### config.mk
export PLATFORM = sky130hd
export DESIGN_NAME = udp_rx_formatter_arb
export DESIGN_NICKNAME = d
export VERILOG_FILES = /design/src/rtl/udp_rx_formatter_arb.sv
export SDC_FILE = /design/constraint.sdc
export NUM_CORES = 1
export LEC_CHECK = 0
export BUFFER_PORTS_ARGS = -buffer_cell sky130_fd_sc_hd__buf_2
export CAP_MARGIN = 5
export CORE_AREA = 5 5 277 279
export DETAILED_ROUTE_END_ITERATION = 7
export DIE_AREA = 0 0 282 284
export PLACE_DENSITY_LB_ADDON = 0.12
export SLEW_MARGIN = 10
export SYNTH_ARGS = -nofsm -noshare
export SYNTH_HDL_FRONTEND = slang
export SYNTH_SLANG_ARGS = --single-unit
export TNS_END_PERCENT = 1
### constraint.sdc
create_clock -name clk -period 1.7 [get_ports clk]
set_input_delay 0.085 -clock clk [delete_from_list [all_inputs] [get_ports clk]]
set_output_delay 0.085 -clock clk [all_outputs]
set_load 0.01 [all_outputs]
### src/rtl/udp_rx_formatter_arb.sv
// udp_rx_formatter_arb
// Two-source, packet-granular round-robin arbiter placed directly upstream of
// udp_stream_format. One source is granted per packet: its header is passed
// through, then its data beats until last, then arbitration restarts.
// Header and data paths are combinational muxes; only the grant/state are
// registered.
// Optional feature: define UDP_RX_ARB_STATS_EN to build the per-source
// forwarded-packet counters (otherwise arb_pkt_cnt0/1 are tied to zero).
module udp_rx_formatter_arb #(
  parameter int CNT_W           = 32,
  parameter int IP_ADDR_W       = 32,
  parameter int TOT_LEN_W       = 16,
  parameter int TIMESTAMP_W     = 64,  // width of tracker_stats_struct
  parameter int MAC_INTERFACE_W = 64,
  parameter int MAC_PADBYTES_W  = 3
) (
  input  logic                       clk,
  input  logic                       rst,
  // source 0
  input  logic                       src0_arb_rx_hdr_val,
  input  logic [IP_ADDR_W-1:0]       src0_arb_rx_src_ip,
  input  logic [IP_ADDR_W-1:0]       src0_arb_rx_dst_ip,
  input  logic [TOT_LEN_W-1:0]       src0_arb_rx_udp_len,
  input  logic [TIMESTAMP_W-1:0]     src0_arb_rx_timestamp,
  output logic                       arb_src0_rx_hdr_rdy,
  input  logic                       src0_arb_rx_data_val,
  input  logic [MAC_INTERFACE_W-1:0] src0_arb_rx_data,
  input  logic                       src0_arb_rx_last,
  input  logic [MAC_PADBYTES_W-1:0]  src0_arb_rx_padbytes,
  output logic                       arb_src0_rx_data_rdy,
  // source 1
  input  logic                       src1_arb_rx_hdr_val,
  input  logic [IP_ADDR_W-1:0]       src1_arb_rx_src_ip,
  input  logic [IP_ADDR_W-1:0]       src1_arb_rx_dst_ip,
  input  logic [TOT_LEN_W-1:0]       src1_arb_rx_udp_len,
  input  logic [TIMESTAMP_W-1:0]     src1_arb_rx_timestamp,
  output logic                       arb_src1_rx_hdr_rdy,
  input  logic                       src1_arb_rx_data_val,
  input  logic [MAC_INTERFACE_W-1:0] src1_arb_rx_data,
  input  logic                       src1_arb_rx_last,
  input  logic [MAC_PADBYTES_W-1:0]  src1_arb_rx_padbytes,
  output logic                       arb_src1_rx_data_rdy,
  // destination (formatter)
  output logic                       arb_dst_rx_hdr_val,
  output logic [IP_ADDR_W-1:0]       arb_dst_rx_src_ip,
  output logic [IP_ADDR_W-1:0]       arb_dst_rx_dst_ip,
  output logic [TOT_LEN_W-1:0]       arb_dst_rx_udp_len,
  output logic [TIMESTAMP_W-1:0]     arb_dst_rx_timestamp,
  input  logic                       dst_arb_rx_hdr_rdy,
  output logic                       arb_dst_rx_data_val,
  output logic [MAC_INTERFACE_W-1:0] arb_dst_rx_data,
  output logic                       arb_dst_rx_last,
  output logic [MAC_PADBYTES_W-1:0]  arb_dst_rx_padbytes,
  input  logic                       dst_arb_rx_data_rdy,
  // status
  output logic [CNT_W-1:0]           arb_pkt_cnt0,
  output logic [CNT_W-1:0]           arb_pkt_cnt1,
  output logic                       arb_grant
);

  typedef enum logic [1:0] {
    ST_IDLE = 2'd0,
    ST_HDR  = 2'd1,
    ST_DATA = 2'd2
  } state_e;

  state_e state_q, state_d;
  logic   grant_q, grant_d;
  logic   last_grant_q, last_grant_d;
  logic   hdr_hs;
  logic   pkt_done;

  assign arb_grant = grant_q;
  assign hdr_hs    = arb_dst_rx_hdr_val & dst_arb_rx_hdr_rdy;
  assign pkt_done  = arb_dst_rx_data_val & dst_arb_rx_data_rdy & arb_dst_rx_last;

  // Mux the granted source onto the formatter side; handshakes open only in HDR/DATA
  always_comb begin
    arb_dst_rx_hdr_val   = 1'b0;
    arb_dst_rx_data_val  = 1'b0;
    arb_src0_rx_hdr_rdy  = 1'b0;
    arb_src1_rx_hdr_rdy  = 1'b0;
    arb_src0_rx_data_rdy = 1'b0;
    arb_src1_rx_data_rdy = 1'b0;
    if (grant_q) begin
      arb_dst_rx_src_ip    = src1_arb_rx_src_ip;
      arb_dst_rx_dst_ip    = src1_arb_rx_dst_ip;
      arb_dst_rx_udp_len   = src1_arb_rx_udp_len;
      arb_dst_rx_timestamp = src1_arb_rx_timestamp;
      arb_dst_rx_data      = src1_arb_rx_data;
      arb_dst_rx_last      = src1_arb_rx_last;
      arb_dst_rx_padbytes  = src1_arb_rx_padbytes;
    end else begin
      arb_dst_rx_src_ip    = src0_arb_rx_src_ip;
      arb_dst_rx_dst_ip    = src0_arb_rx_dst_ip;
      arb_dst_rx_udp_len   = src0_arb_rx_udp_len;
      arb_dst_rx_timestamp = src0_arb_rx_timestamp;
      arb_dst_rx_data      = src0_arb_rx_data;
      arb_dst_rx_last      = src0_arb_rx_last;
      arb_dst_rx_padbytes  = src0_arb_rx_padbytes;
    end
    // While reset is asserted nothing may handshake, so a partial packet is dropped cleanly
    if (rst) begin
      arb_dst_rx_hdr_val  = 1'b0;
    end else if (state_q == ST_HDR) begin
      if (grant_q) begin
        arb_dst_rx_hdr_val  = src1_arb_rx_hdr_val;
        arb_src1_rx_hdr_rdy = dst_arb_rx_hdr_rdy;
      end else begin
        arb_dst_rx_hdr_val  = src0_arb_rx_hdr_val;
        arb_src0_rx_hdr_rdy = dst_arb_rx_hdr_rdy;
      end
    end else if (state_q == ST_DATA) begin
      if (grant_q) begin
        arb_dst_rx_data_val  = src1_arb_rx_data_val;
        arb_src1_rx_data_rdy = dst_arb_rx_data_rdy;
      end else begin
        arb_dst_rx_data_val  = src0_arb_rx_data_val;
        arb_src0_rx_data_rdy = dst_arb_rx_data_rdy;
      end
    end else begin
      arb_dst_rx_hdr_val  = 1'b0;
    end
  end

  // Next-state: arbitrate in IDLE only, advance on header accept and on last beat
  always_comb begin
    state_d      = state_q;
    grant_d      = grant_q;
    last_grant_d = last_grant_q;
    case (state_q)
      ST_IDLE: begin
        if (src0_arb_rx_hdr_val && src1_arb_rx_hdr_val) begin
          grant_d = ~last_grant_q;
          state_d = ST_HDR;
        end else if (src0_arb_rx_hdr_val) begin
          grant_d = 1'b0;
          state_d = ST_HDR;
        end else if (src1_arb_rx_hdr_val) begin
          grant_d = 1'b1;
          state_d = ST_HDR;
        end else begin
          state_d = ST_IDLE;
        end
      end
      ST_HDR: begin
        if (hdr_hs) begin
          state_d = ST_DATA;
        end else begin
          state_d = ST_HDR;
        end
      end
      ST_DATA: begin
        if (pkt_done) begin
          last_grant_d = grant_q;
          state_d      = ST_IDLE;
        end else begin
          state_d = ST_DATA;
        end
      end
      default: begin
        state_d = ST_IDLE;
      end
    endcase
  end

  // State, grant and round-robin pointer; last_grant=1 lets source 0 win the first tie
  always_ff @(posedge clk) begin
    if (rst) begin
      state_q      <= ST_IDLE;
      grant_q      <= 1'b0;
      last_grant_q <= 1'b1;
    end else begin
      state_q      <= state_d;
      grant_q      <= grant_d;
      last_grant_q <= last_grant_d;
    end
  end

`ifdef UDP_RX_ARB_STATS_EN
  logic [CNT_W-1:0] cnt0_q, cnt0_d;
  logic [CNT_W-1:0] cnt1_q, cnt1_d;

  // Count each completed packet against the source that sent it (wraps naturally)
  always_comb begin
    cnt0_d = cnt0_q;
    cnt1_d = cnt1_q;
    if (pkt_done) begin
      if (grant_q) begin
        cnt1_d = cnt1_q + {{(CNT_W-1){1'b0}}, 1'b1};
      end else begin
        cnt0_d = cnt0_q + {{(CNT_W-1){1'b0}}, 1'b1};
      end
    end else begin
      cnt0_d = cnt0_q;
    end
  end

  // Packet counter registers
  always_ff @(posedge clk) begin
    if (rst) begin
      cnt0_q <= {CNT_W{1'b0}};
      cnt1_q <= {CNT_W{1'b0}};
    end else begin
      cnt0_q <= cnt0_d;
      cnt1_q <= cnt1_d;
    end
  end

  assign arb_pkt_cnt0 = cnt0_q;
  assign arb_pkt_cnt1 = cnt1_q;
`else
  assign arb_pkt_cnt0 = {CNT_W{1'b0}};
  assign arb_pkt_cnt1 = {CNT_W{1'b0}};
`endif

endmodule

== After elaboration in Yosys (flattened, before gate mapping) ==
Cells that the tools add are included.
Word-level totals
  logic and storage cells: 51
  bits of input ports: 432
  flip-flop bits (word level): 4
Cells by class
  bitwise operators: 4
  multiplexer cells: 37
  equality and inequality tests: 2
  reductions and logical operators: 5
Operator list (count)
  64-bit two-way mux: 2
  32-bit two-way mux: 2
  1-bit two-way mux: 28
  16-bit two-way mux: 1
  2-bit one-hot mux with 3 select lines: 1
  2-bit two-way mux: 2
  2-bit AND reduction: 2
  1-bit bitwise AND: 3
  3-bit two-way mux: 1
  3-bit nonzero test: 1
  2-bit by 1-bit == test with 1-bit output (second input constant): 1
  2-bit == test (second input constant): 1
  2-bit zero test: 1
  1-bit logical AND: 1
  1-bit NOT: 1

== Longest topological paths before layout ==
  word-level depth: 8
  gate-level depth with buffers: 5
  depth with buffers taken out: 4

== Least setup slack after synthesis ==
No wires, ideal clock.
  path type: register -> output
  start: register grant_q (netlist: arb_grant)
  end: output arb_dst_rx_dst_ip[11]
  stages on the path, launching flop included: 5
  arrival time: 1290 ps
  buffers on the path: 3
  slack: 325 ps
  cell sequence: dfxtp_1 buf_4 buf_2 buf_4 mux2_2
On the way
  longest elaborated chain between the ends: 1
Ends and longest elaborated chain
  start, declared: RTL line 68  | logic grant_q, grant_d;
  start signal, assigned: RTL line 175  | grant_q <= grant_d;
  32-bit two-way mux: RTL line 85  | if (grant_q) begin
  end, declared: RTL line 46  | output logic [IP_ADDR_W-1:0] arb_dst_rx_dst_ip,
No other way between the ends.

== Final worst setup path ==
  start: register grant_q (netlist: arb_grant)
  end: output arb_dst_rx_dst_ip[24]
The elaborated chain is that of the path after synthesis.

==> summary.md <==
| Metric | Value |
|---|---|
| Outcome | finished clean |
| PnR worst setup slack | ~20 ps |
| Num CTS Buffers | 3 |
| Tcrit/Tclk final | 0.988 |
| CTS root buf | clkbuf_16 |
| Clock transition at path regs | 30 ps |
| Gr usage total | 0.0745 |
| 1st-iter DRT viols | 59 |
| DIE HEIGHT | between 200 and 300 um |
| PwrDens | between 300 and 400 mW/mm^2 |
| Place WS | about 130 ps |
| Critical Path Source Type | flip-flop |
| Routed WL | approximately 34,000 um |
| CTS tree | built |
| Largest net degree at the start of global routing | 43 |
| Global-route wire length before repair | between 40,000 and 50,000 um |
| IO Pins | between 700 and 800 |
| Nets | between 1,000 and 1,500 |
| Cells after synthesis | about 330 |
| CTS Buffer Depth | 2 |
| WL/cell | 17.3 um |
| Row cnt | 100 |
| Via count | around 5,100 |
| Hold Path Class | in -> reg |
| RSZ-0062 raised after global routing | true |
| Core ar. | approximately 0.074 sq mm |
| Final setup viols | 0 |
| Most frequent cells in the layout | 650 x buf_2, 208 x mux2_2, 64 x conb_1 |
| Grt ovf | 0 |
| Vias in the first global route | approximately 5,700 |
| Area growth, synth to finish | 138% |
| Die Width | approximately 280 um |
| Worst Clk Skew | roughly 2.3 ps |
| Final Hold Fails | 0 |
| Die area | ~0.080 sq mm |
| Fmax | 595 MHz |
| Yosys reg bits | 4 |
| Design Power | roughly 2.6 mW |
| Synthesized area | 0.00329 sq mm |
| R2r setup slk | about 110 ps |
| Post-DP HPWL | between 30,000 and 40,000 um |
| Worst-path maximum fanout | between 40 and 50 |
| DR DRC count | 0 |
| Crit end category | output port |
| Worst hold slack | between 90 and 100 ps |
| Via/cell ratio | approximately 2.6 |
| Tmin final | between 1500 and 2000 ps |
| Max cap viols | 0 |
| Worst-skew pair later-pin latency | 230 ps |
| Core Util, Final | 0.106 |
| VDD IR-drop max | between 0.15 and 0.2 mV |
| Pleak | around 3.9 nW |
| H-tree levels | 1 |
| Initial antenna violation count | 26 |
| Final Cell Area | between 0.007 and 0.008 sq mm |
| Launching point of the worst reg2reg path | arb_grant$_SDFFE_PP0P_ |
| Syn_area_per_cell | ~9.9 sq um |
| Count of pins over their slew limit | 0 |
| Leading cell type in the layout, fill and taps excluded | buf_2 |
| GPL Wtd Cong | just under 0.8 |
| CP Data Required Time | about 1600 ps |
| Seq/Total Area, Yosys | 0.0243 |
| Crit path kind | reg -> out |
| Proportion of layout cells with a drive suffix above 1 | 0.906 |
| Critical path launch point | arb_grant$_SDFFE_PP0P_ |
| Clk sinks | 4 |
| Hold Crit Start | dst_arb_rx_hdr_rdy |
| Distinct cells, synth | 23 |
| Synth warn | 0 |
| Initial core utilization | 0.0445 |
| PortBufs | 650 |
| ANT nets after route | 0 |
| Area after DPL | ~0.0076 sq mm |
| First-pass iteration count of the detailed router | 4 |
| CP arrival | ~1600 ps |
[logic make-up (layout without fill, tap and decap cells)]
logic type | after synthesis | count (layout) | share of synthesized area
AO/OA/AOI/OAI | 7 | 7 | 0.0160
buffers and inverters | 93 | 687 | 0.200
flip-flops | 4 | 4 | 0.0243
multiplexers | 214 | 214 | 0.732
other | 1 | 74 | 0.00114
AND/OR/NAND/NOR | 15 | 15 | 0.0262
[cells in the mapped netlist]
cell / instances / share of area
a21o_1: 1 / 0.0023
a21oi_1: 1 / 0.0015
a311oi_1: 1 / 0.0027
a31oi_1: 1 / 0.0019
a41oi_1: 1 / 0.0027
and2b_2: 1 / 0.0027
and3_2: 1 / 0.0023
buf_2: 8 / 0.012
buf_4: 80 / 0.18
conb_1: 1 / 0.0011
dfxtp_1: 4 / 0.024
inv_1: 5 / 0.0057
mux2_2: 213 / 0.73
mux2i_1: 1 / 0.0030
nand2_1: 1 / 0.0011
nand3_1: 3 / 0.0046
nor2_1: 4 / 0.0046
nor3_1: 2 / 0.0030
nor4b_1: 1 / 0.0027
o221ai_1: 1 / 0.0027
o31ai_1: 1 / 0.0023
or2_1: 1 / 0.0019
or3b_4: 1 / 0.0034
[final cells by class]
class	count	area, sq um
Sequential cell	4	83.8
Antenna cell	10	25.0
Multi-Input combinational cell	300	2810
Clock buffer	4	78.8
Fill cell	8685	66100
Inverter	5	18.8
Tap cell	969	1210
Timing Repair Buffer	678	3610
[critical path, stage by stage (launching register included)]
cell and delay, ps:
dfxtp_4 430, buf_4 160, buf_16 210, mux2_2 400
buf_2 150
[sequential cells by signal (all words and copies together) (netlist names)]
name and cells:
last_grant_q 1, state_q 2, arb_grant 1
[what timing repair did]
action	4_1_cts	5_1_grt
setup buffers	2	4
hold buffers	0	0
resized for setup	4	6
cloned	1	1
endpoints found under the setup margin	86	135
[metal layers]
layer,global-route usage,routed length (um),share of wire
met3,0.0268,3870,0.11
met1,0.0748,12000,0.35
met4,0.0137,586,0.017
met5,0,52,0.0015
met2,0.147,17700,0.52
[through the flow]
stage	setup TNS [ps]	instances
finish	0	1970
floorplan	0	397
global route	-1180	1964
detailed placement	0	1948
CTS	-3350	1955
global placement	0	1948
[worst paths after layout]
| check | cells after the start | end |
|---|---|---|
| min reg2reg | 2 | last_grant_q$_SDFFE_PP1P_ |
| max reg2reg | 5 | last_grant_q$_SDFFE_PP1P_ |
| min | 2 | state_q[0]$_SDFF_PP0_ |
| max | 4 | arb_dst_rx_dst_ip[24] |
[report_power, final]
part | total, mW | internal, mW | switching [mW]
Clock | 0.380 | 0.310 | 0.0701
Combinational | 2.09 | 1.11 | 0.978
Sequential | 0.110 | 0.0986 | 0.0109
Power figures use the tool's default switching activity.
